## src/rtl/seq_alu_if.sv

```systemverilog
// rtl/seq_alu_if.sv - operand/result bundle between the control unit and seq_alu
interface seq_alu_if #(
  parameter int WIDTH = 32
);
  logic               start;
  logic [4:0]         ops;
  logic [WIDTH-1:0]   a;
  logic [WIDTH-1:0]   b;
  logic [2*WIDTH-1:0] result;
  logic               done;
  logic               busy;
  logic               zero;
  logic               div_by_zero;
  logic               illegal_op;

  modport master (
    output start, ops, a, b,
    input  result, done, busy, zero, div_by_zero, illegal_op
  );

  modport slave (
    input  start, ops, a, b,
    output result, done, busy, zero, div_by_zero, illegal_op
  );
endinterface

```

## src/rtl/seq_alu.sv

```systemverilog
// rtl/seq_alu.sv - multi-cycle ALU: single-cycle logic/shift/add, radix-2 Booth MUL, non-restoring DIV
module seq_alu #(
  parameter int WIDTH = 32
) (
  input  logic     clk,
  input  logic     clr,
  seq_alu_if.slave bus
);
  localparam int SHW = $clog2(WIDTH);

  localparam logic [4:0] OP_SUB  = 5'b00100;
  localparam logic [4:0] OP_SHR  = 5'b00101;
  localparam logic [4:0] OP_SHRA = 5'b00110;
  localparam logic [4:0] OP_SHL  = 5'b00111;
  localparam logic [4:0] OP_ROR  = 5'b01000;
  localparam logic [4:0] OP_ROL  = 5'b01001;
  localparam logic [4:0] OP_AND  = 5'b01010;
  localparam logic [4:0] OP_OR   = 5'b01011;
  localparam logic [4:0] OP_MUL  = 5'b01111;
  localparam logic [4:0] OP_DIV  = 5'b10000;
  localparam logic [4:0] OP_NEG  = 5'b10001;
  localparam logic [4:0] OP_NOT  = 5'b10010;

  typedef enum logic [2:0] {s_idle, s_mul, s_div, s_div_fix, s_done} state_t;
  state_t state, state_nxt;

  // acc is one bit wider than the operands so Booth's A-M and the divider's
  // partial remainder never overflow, even for the most-negative operand
  logic [WIDTH:0]     acc;
  logic [WIDTH-1:0]   qr;
  logic [WIDTH-1:0]   mreg;
  logic               qm1;
  logic [SHW-1:0]     cnt;
  logic               neg_q;
  logic               neg_r;
  logic [2*WIDTH-1:0] result_q;
  logic               zero_q;
  logic               dbz_q;
  logic               ill_q;

  logic [SHW-1:0]     amt;
  logic [SHW:0]       inv_amt;
  logic [WIDTH-1:0]   single_res;
  logic               single_ok;
  logic [WIDTH-1:0]   a_mag;
  logic [WIDTH-1:0]   b_mag;
  logic               last;

  assign amt     = bus.b[SHW-1:0];
  assign inv_amt = (SHW+1)'(WIDTH) - {1'b0, amt};
  assign a_mag   = bus.a[WIDTH-1] ? '0 - bus.a : bus.a;
  assign b_mag   = bus.b[WIDTH-1] ? '0 - bus.b : bus.b;
  assign last    = (cnt == SHW'(WIDTH - 1));

  always_comb begin
    single_res = '0;
    single_ok  = 1'b1;
    case (bus.ops)
      5'b00000, 5'b00001, 5'b00010, 5'b00011: single_res = bus.a + bus.b;
      OP_SUB:  single_res = bus.a - bus.b;
      OP_AND:  single_res = bus.a & bus.b;
      OP_OR:   single_res = bus.a | bus.b;
      OP_NOT:  single_res = ~bus.a;
      OP_NEG:  single_res = '0 - bus.a;
      OP_SHR:  single_res = bus.a >> amt;
      OP_SHRA: single_res = $signed(bus.a) >>> amt;
      OP_SHL:  single_res = bus.a << amt;
      // a shift by the full width yields 0, so amount 0 passes a unchanged
      OP_ROR:  single_res = (bus.a >> amt) | (bus.a << inv_amt);
      OP_ROL:  single_res = (bus.a << amt) | (bus.a >> inv_amt);
      default: single_ok = 1'b0;
    endcase
  end

  logic [WIDTH:0]     m_ext;
  logic [WIDTH:0]     booth_sum;
  logic [WIDTH:0]     booth_acc_nxt;
  logic [WIDTH-1:0]   booth_q_nxt;

  assign m_ext = {mreg[WIDTH-1], mreg};

  always_comb begin
    booth_sum = acc;
    case ({qr[0], qm1})
      2'b01:   booth_sum = acc + m_ext;
      2'b10:   booth_sum = acc - m_ext;
      default: booth_sum = acc;
    endcase
  end

  assign booth_acc_nxt = {booth_sum[WIDTH], booth_sum[WIDTH:1]};
  assign booth_q_nxt   = {booth_sum[0], qr[WIDTH-1:1]};

  logic [WIDTH:0]     d_ext;
  logic [WIDTH:0]     r_sh;
  logic [WIDTH:0]     div_acc_nxt;
  logic [WIDTH-1:0]   rem_mag;
  logic [WIDTH-1:0]   quot_fix;
  logic [WIDTH-1:0]   rem_fix;

  assign d_ext       = {1'b0, mreg};
  assign r_sh        = {acc[WIDTH-1:0], qr[WIDTH-1]};
  assign div_acc_nxt = acc[WIDTH] ? r_sh + d_ext : r_sh - d_ext;
  // a negative final partial remainder still owes one divisor back
  assign rem_mag     = acc[WIDTH] ? acc[WIDTH-1:0] + mreg : acc[WIDTH-1:0];
  assign quot_fix    = neg_q ? '0 - qr : qr;
  assign rem_fix     = neg_r ? '0 - rem_mag : rem_mag;

  logic               fin_we;
  logic [2*WIDTH-1:0] fin_res;
  logic               fin_dbz;
  logic               fin_ill;

  always_ff @(posedge clk or posedge clr) begin
    if (clr) state <= s_idle;
    else     state <= state_nxt;
  end

  always_comb begin
    state_nxt = state;
    fin_we    = 1'b0;
    fin_res   = '0;
    fin_dbz   = 1'b0;
    fin_ill   = 1'b0;
    case (state)
      s_idle, s_done: begin
        state_nxt = s_idle;
        if (bus.start) begin
          if (bus.ops == OP_MUL) begin
            state_nxt = s_mul;
          end else if (bus.ops == OP_DIV && bus.b != '0) begin
            state_nxt = s_div;
          end else begin
            state_nxt = s_done;
            fin_we    = 1'b1;
            if (bus.ops == OP_DIV) begin
              fin_res = {bus.a, {WIDTH{1'b1}}};
              fin_dbz = 1'b1;
            end else if (single_ok) begin
              fin_res = {{WIDTH{1'b0}}, single_res};
            end else begin
              fin_ill = 1'b1;
            end
          end
        end
      end
      s_mul: begin
        if (last) begin
          state_nxt = s_done;
          fin_we    = 1'b1;
          fin_res   = {booth_acc_nxt[WIDTH-1:0], booth_q_nxt};
        end
      end
      s_div: begin
        if (last) state_nxt = s_div_fix;
      end
      s_div_fix: begin
        state_nxt = s_done;
        fin_we    = 1'b1;
        fin_res   = {rem_fix, quot_fix};
      end
      default: state_nxt = s_idle;
    endcase
  end

  always_ff @(posedge clk or posedge clr) begin
    if (clr) begin
      acc      <= '0;
      qr       <= '0;
      mreg     <= '0;
      qm1      <= 1'b0;
      cnt      <= '0;
      neg_q    <= 1'b0;
      neg_r    <= 1'b0;
      result_q <= '0;
      zero_q   <= 1'b0;
      dbz_q    <= 1'b0;
      ill_q    <= 1'b0;
    end else begin
      if (fin_we) begin
        result_q <= fin_res;
        zero_q   <= (fin_res == '0);
        dbz_q    <= fin_dbz;
        ill_q    <= fin_ill;
      end
      case (state)
        s_idle, s_done: begin
          if (bus.start) begin
            acc <= '0;
            qm1 <= 1'b0;
            cnt <= '0;
            if (bus.ops == OP_MUL) begin
              qr   <= bus.a;
              mreg <= bus.b;
            end else begin
              qr    <= a_mag;
              mreg  <= b_mag;
              neg_q <= bus.a[WIDTH-1] ^ bus.b[WIDTH-1];
              neg_r <= bus.a[WIDTH-1];
            end
          end
        end
        s_mul: begin
          acc <= booth_acc_nxt;
          qr  <= booth_q_nxt;
          qm1 <= qr[0];
          cnt <= cnt + 1'b1;
        end
        s_div: begin
          acc <= div_acc_nxt;
          qr  <= {qr[WIDTH-2:0], ~div_acc_nxt[WIDTH]};
          cnt <= cnt + 1'b1;
        end
        default: ;
      endcase
    end
  end

  assign bus.result      = result_q;
  assign bus.zero        = zero_q;
  assign bus.div_by_zero = dbz_q;
  assign bus.illegal_op  = ill_q;
  assign bus.done        = (state == s_done);
  assign bus.busy        = (state == s_mul) || (state == s_div) || (state == s_div_fix);
endmodule

```

## src/flat_wrapper.sv

```systemverilog
// flat-port wrapper written by rule: the top's interface ports become plain ports
module seq_alu_flat 
#(
  parameter int WIDTH = 32
)
  (clk, clr, bus_start, bus_ops, bus_a, bus_b, bus_result, bus_done, bus_busy, bus_zero, bus_div_by_zero, bus_illegal_op);
  seq_alu_if #(.WIDTH(WIDTH)) bus_i ();
  input  logic clk;
  input  logic clr;
  input wire logic [$bits(bus_i.start)-1:0] bus_start;
  input wire logic [$bits(bus_i.ops)-1:0] bus_ops;
  input wire logic [$bits(bus_i.a)-1:0] bus_a;
  input wire logic [$bits(bus_i.b)-1:0] bus_b;
  output wire logic [$bits(bus_i.result)-1:0] bus_result;
  output wire logic [$bits(bus_i.done)-1:0] bus_done;
  output wire logic [$bits(bus_i.busy)-1:0] bus_busy;
  output wire logic [$bits(bus_i.zero)-1:0] bus_zero;
  output wire logic [$bits(bus_i.div_by_zero)-1:0] bus_div_by_zero;
  output wire logic [$bits(bus_i.illegal_op)-1:0] bus_illegal_op;
  assign bus_i.start = bus_start;
  assign bus_i.ops = bus_ops;
  assign bus_i.a = bus_a;
  assign bus_i.b = bus_b;
  assign bus_result = bus_i.result;
  assign bus_done = bus_i.done;
  assign bus_busy = bus_i.busy;
  assign bus_zero = bus_i.zero;
  assign bus_div_by_zero = bus_i.div_by_zero;
  assign bus_illegal_op = bus_i.illegal_op;
  seq_alu #(.WIDTH(WIDTH)) u_core (.clk(clk), .clr(clr), .bus(bus_i));
endmodule
```

## config.mk

```make
export PLATFORM = sky130hd
export DESIGN_NAME = seq_alu_flat
export DESIGN_NICKNAME = d
export VERILOG_FILES = /design/src/rtl/seq_alu_if.sv /design/src/rtl/seq_alu.sv /design/src/flat_wrapper.sv
export SDC_FILE = /design/constraint.sdc
export NUM_CORES = 2
export LEC_CHECK = 0
export ABC_AREA = 1
export CAP_MARGIN = 20
export CELL_PAD_IN_SITES_DETAIL_PLACEMENT = 0
export CELL_PAD_IN_SITES_GLOBAL_PLACEMENT = 1
export CORE_MARGIN = 1
export CORE_UTILIZATION = 46
export CTS_BUF_LIST = sky130_fd_sc_hd__clkbuf_16
export CTS_CLUSTER_DIAMETER = 40
export DETAILED_ROUTE_END_ITERATION = 8
export PLACE_DENSITY_LB_ADDON = 0.2
export SYNTH_ARGS = -nofsm -noshare
export SYNTH_HDL_FRONTEND = slang
export SYNTH_SLANG_ARGS = --single-unit
```

## constraint.sdc

```tcl
create_clock -name clk -period 11.4 [get_ports clk]
set_clock_uncertainty 0.05 [all_clocks]
set_input_delay 2.28 -clock clk [delete_from_list [all_inputs] [get_ports clk]]
set_output_delay 2.28 -clock clk [all_outputs]
set_load 0.02 [all_outputs]
```

==> reports/qor.yml <==
syn-instance-count: 5907
crit_top_cell: "nand2_1"
stdcell_count: 6772
final_area_sq_um: 34100
vdd_drop_max_mv: 0.132
initial_utilization: 0.465
wl_per_cell_microns: 26.0
hold_violations: 0
placed_cells: 6733
synth_seq_cells: 175
yosysTopAreaCell: "nand2_1"
cts_tree: "built"
ys.flop_type: "dfrtp_1"
run_status: "finished, violations left"
critPathLaunchType: "input port"
fmax_mhz: 126
clock-sinks: 175
fin_setup_tns_ns: 0
drive_above_1_share: 0.0382
fillers: 7476
rsz0062_at_grt: "false"
clk_latency_ns: 0.48
cp_max_fo: 64
syn2layout_area_growth_pct: 8.81
clk_pin_slew_ns: 0.09
synth_top_cell_area_share: 0.237
num_rows: 95
cp_data_arrival_time_ns: 8.32
p_total_uw: 4100
cap_violations: 0
hold_class: "reg -> reg"
wl_microns: 176000
placed_cell_area_sq_um: 33400
cts_root_buffer: "clkbuf_16"
max_slew_margin: 0.0947
ys_warn_count: 0
cts.hold.buffers_added: 0
synth.distinct_cells: 59
cts_buffers: 17
violations: "DRC"
syn_area_sq_um: 31300
overflow: 0
port_buffers: 140
multi_input_area_sq_um: 23700
post-place-ws_ns: 3.26
num_vias: 42800
gp_congestion: 1.16
seq_area_sq_um: 4380
first_iter_violations: 7211
nets: 6099
finalSetupViolCount: 0
synth.area.top_cells: "nand2_1 (24%), dfrtp_1 (14%), nand3_1 (13%)"
grt_max_degree: 114
slowest_delay_ns: 0.60
maxSlewViolCount: 0
finalWorstPathRequiredPeriod_ns: 7.97
required_ns: 11.75
track_usage: 0.495
postRouteAntennaNets: 0
whs_path_depth: 2
clockBufferDepth: 2
antenna_found_initial: 14
detailed_place_hpwl_microns: 138000
mostFrequentLayoutCells: "nand2_1 (1976), nand3_1 (836), nor2_1 (593)"
die_area_sq_um: 69100
p_per_area_nw_per_um2: 120
grt_pass1_vias: 37700
final_common_cell: "nand2_1"
synth.net_count: 6124
synth_edf_count: 0
timing.rr.start: "u_core.mreg[1]$_DFFE_PP0P_"
min_from: "u_core.bus.result[38]$_DFFE_PP0P_"
dr.pass1.iters: 9
slowest_stage: "nor2_2"
die_y_microns: 263
crit_start: "bus_b[1]"
p_leak_uw: 0.0176
grt_pass1_wl_microns: 254000
drc_errors: 25
seq_area_frac_synth: 0.140
timing.final.crit_share: 0.699
critPathKind: "in -> reg"
ios: 141
cts_setup_buffers: 0
async_flop_share: 1.00
coreArea_sq_um: 67300
ctsHtreeMaxLevel: 4
setup_ws_ns: 3.43
via_per_inst: 6.33
fp.dieW_microns: 263
r2r_cells: 31
end_kind: "register"
worstMarginPinSlew_ns: 1.35
cts_resized: 0
syn_area_per_cell_sq_um: 5.30
[worst max-delay path, delay by kind of cell]
kind | cells | cell delay (ns)
xor gates and xnor gates | 1 | 0.19
buffers and inverters | 3 | 0.53
adders and majority gates | 1 | 0.43
and+or+nand+nor | 24 | 4.10
AOI/OAI and AO/OA | 3 | 0.72
[sequential cells by signal, indices dropped and copies added, names as in the netlist]
signal	flops
u_core.state	3
u_core.neg_q	1
u_core.bus.zero	1
u_core.qm1	1
u_core.cnt	5
u_core.mreg	32
u_core.qr	32
u_core.bus.result	64
u_core.bus.illegal_op	1
u_core.neg_r	1
u_core.acc	33
u_core.bus.div_by_zero	1
[routing by layer]
layer | up-vias | GRT usage | wire length [microns] | share of wire
met3 | 678 | 0.162 | 25900 | 0.15
met1 | 19400 | 0.646 | 67600 | 0.38
met5 | - | 0 | 148 | 0.00084
met2 | 3263 | 0.682 | 67100 | 0.38
li1 | 19500 | - | - | -
met4 | 20 | 0.345 | 15100 | 0.086
[per-stage QoR]
step                utilization  hold slack [ns]
finish                    0.506            0.435
global route              0.506            0.473
CTS                       0.506            0.438
detailed placement        0.496            0.417
global placement          0.496            0.412
floorplan                     -            0.423
[area by class of cell]
cell class              count  area share
repair buffers            225      0.0594
clock buffers              17      0.0125
flip-flops and latches    175       0.129
well taps                 873      0.0321
inverters                 592      0.0655
multi-input cells        4871       0.695
diodes                      4    0.000294
clock inverters            15     0.00621
[synthesized netlist by cell type, types with 26 or more instances]
| cell | n |
|---|---|
| a22oi_1 | 29 |
| a21oi_1 | 268 |
| nor3_1 | 52 |
| dfrtp_1 | 175 |
| ha_1 | 141 |
| o211ai_1 | 83 |
| a221oi_1 | 26 |
| o21ai_0 | 422 |
| nor2_1 | 603 |
| or2_2 | 35 |
| nand4_1 | 97 |
| nand2_1 | 1977 |
| inv_1 | 575 |
| xor2_1 | 70 |
| buf_1 | 39 |
| nand3_1 | 837 |
| buf_2 | 55 |
| clkbuf_1 | 170 |
| o22ai_1 | 29 |
[worst paths after layout]
kind	slack, ns	to
max in group asynchronous	7.52	u_core.acc[32]$_DFFE_PP0P_
worst min register to register	0.43	u_core.bus.result[38]$_DFFE_PP0P_
worst min-delay path	0.43	u_core.bus.result[38]$_DFFE_PP0P_
worst max register to register	5.36	u_core.bus.zero$_DFFE_PP0P_
min in group asynchronous	2.30	u_core.cnt[1]$_DFFE_PP0P_
worst max-delay path	3.43	u_core.bus.zero$_DFFE_PP0P_
[logic make-up after synthesis]
kind of cell | Yosys count | share of synthesized area
mux | 1 | 0.000320
simple gates | 3679 | 0.496
buf+inv | 861 | 0.106
xor+xnor | 78 | 0.0221
flops | 175 | 0.140
compound gates | 968 | 0.176
fa+ha+maj | 145 | 0.0589
[power breakdown]
group / leakage [uW] / internal (uW) / switching (uW)
Combinational: 0.0150 / 750 / 1820
Sequential: 0.00225 / 701 / 174
Clock: 0.000306 / 309 / 346
No activity file was read; power rests on OpenSTA's default activity.
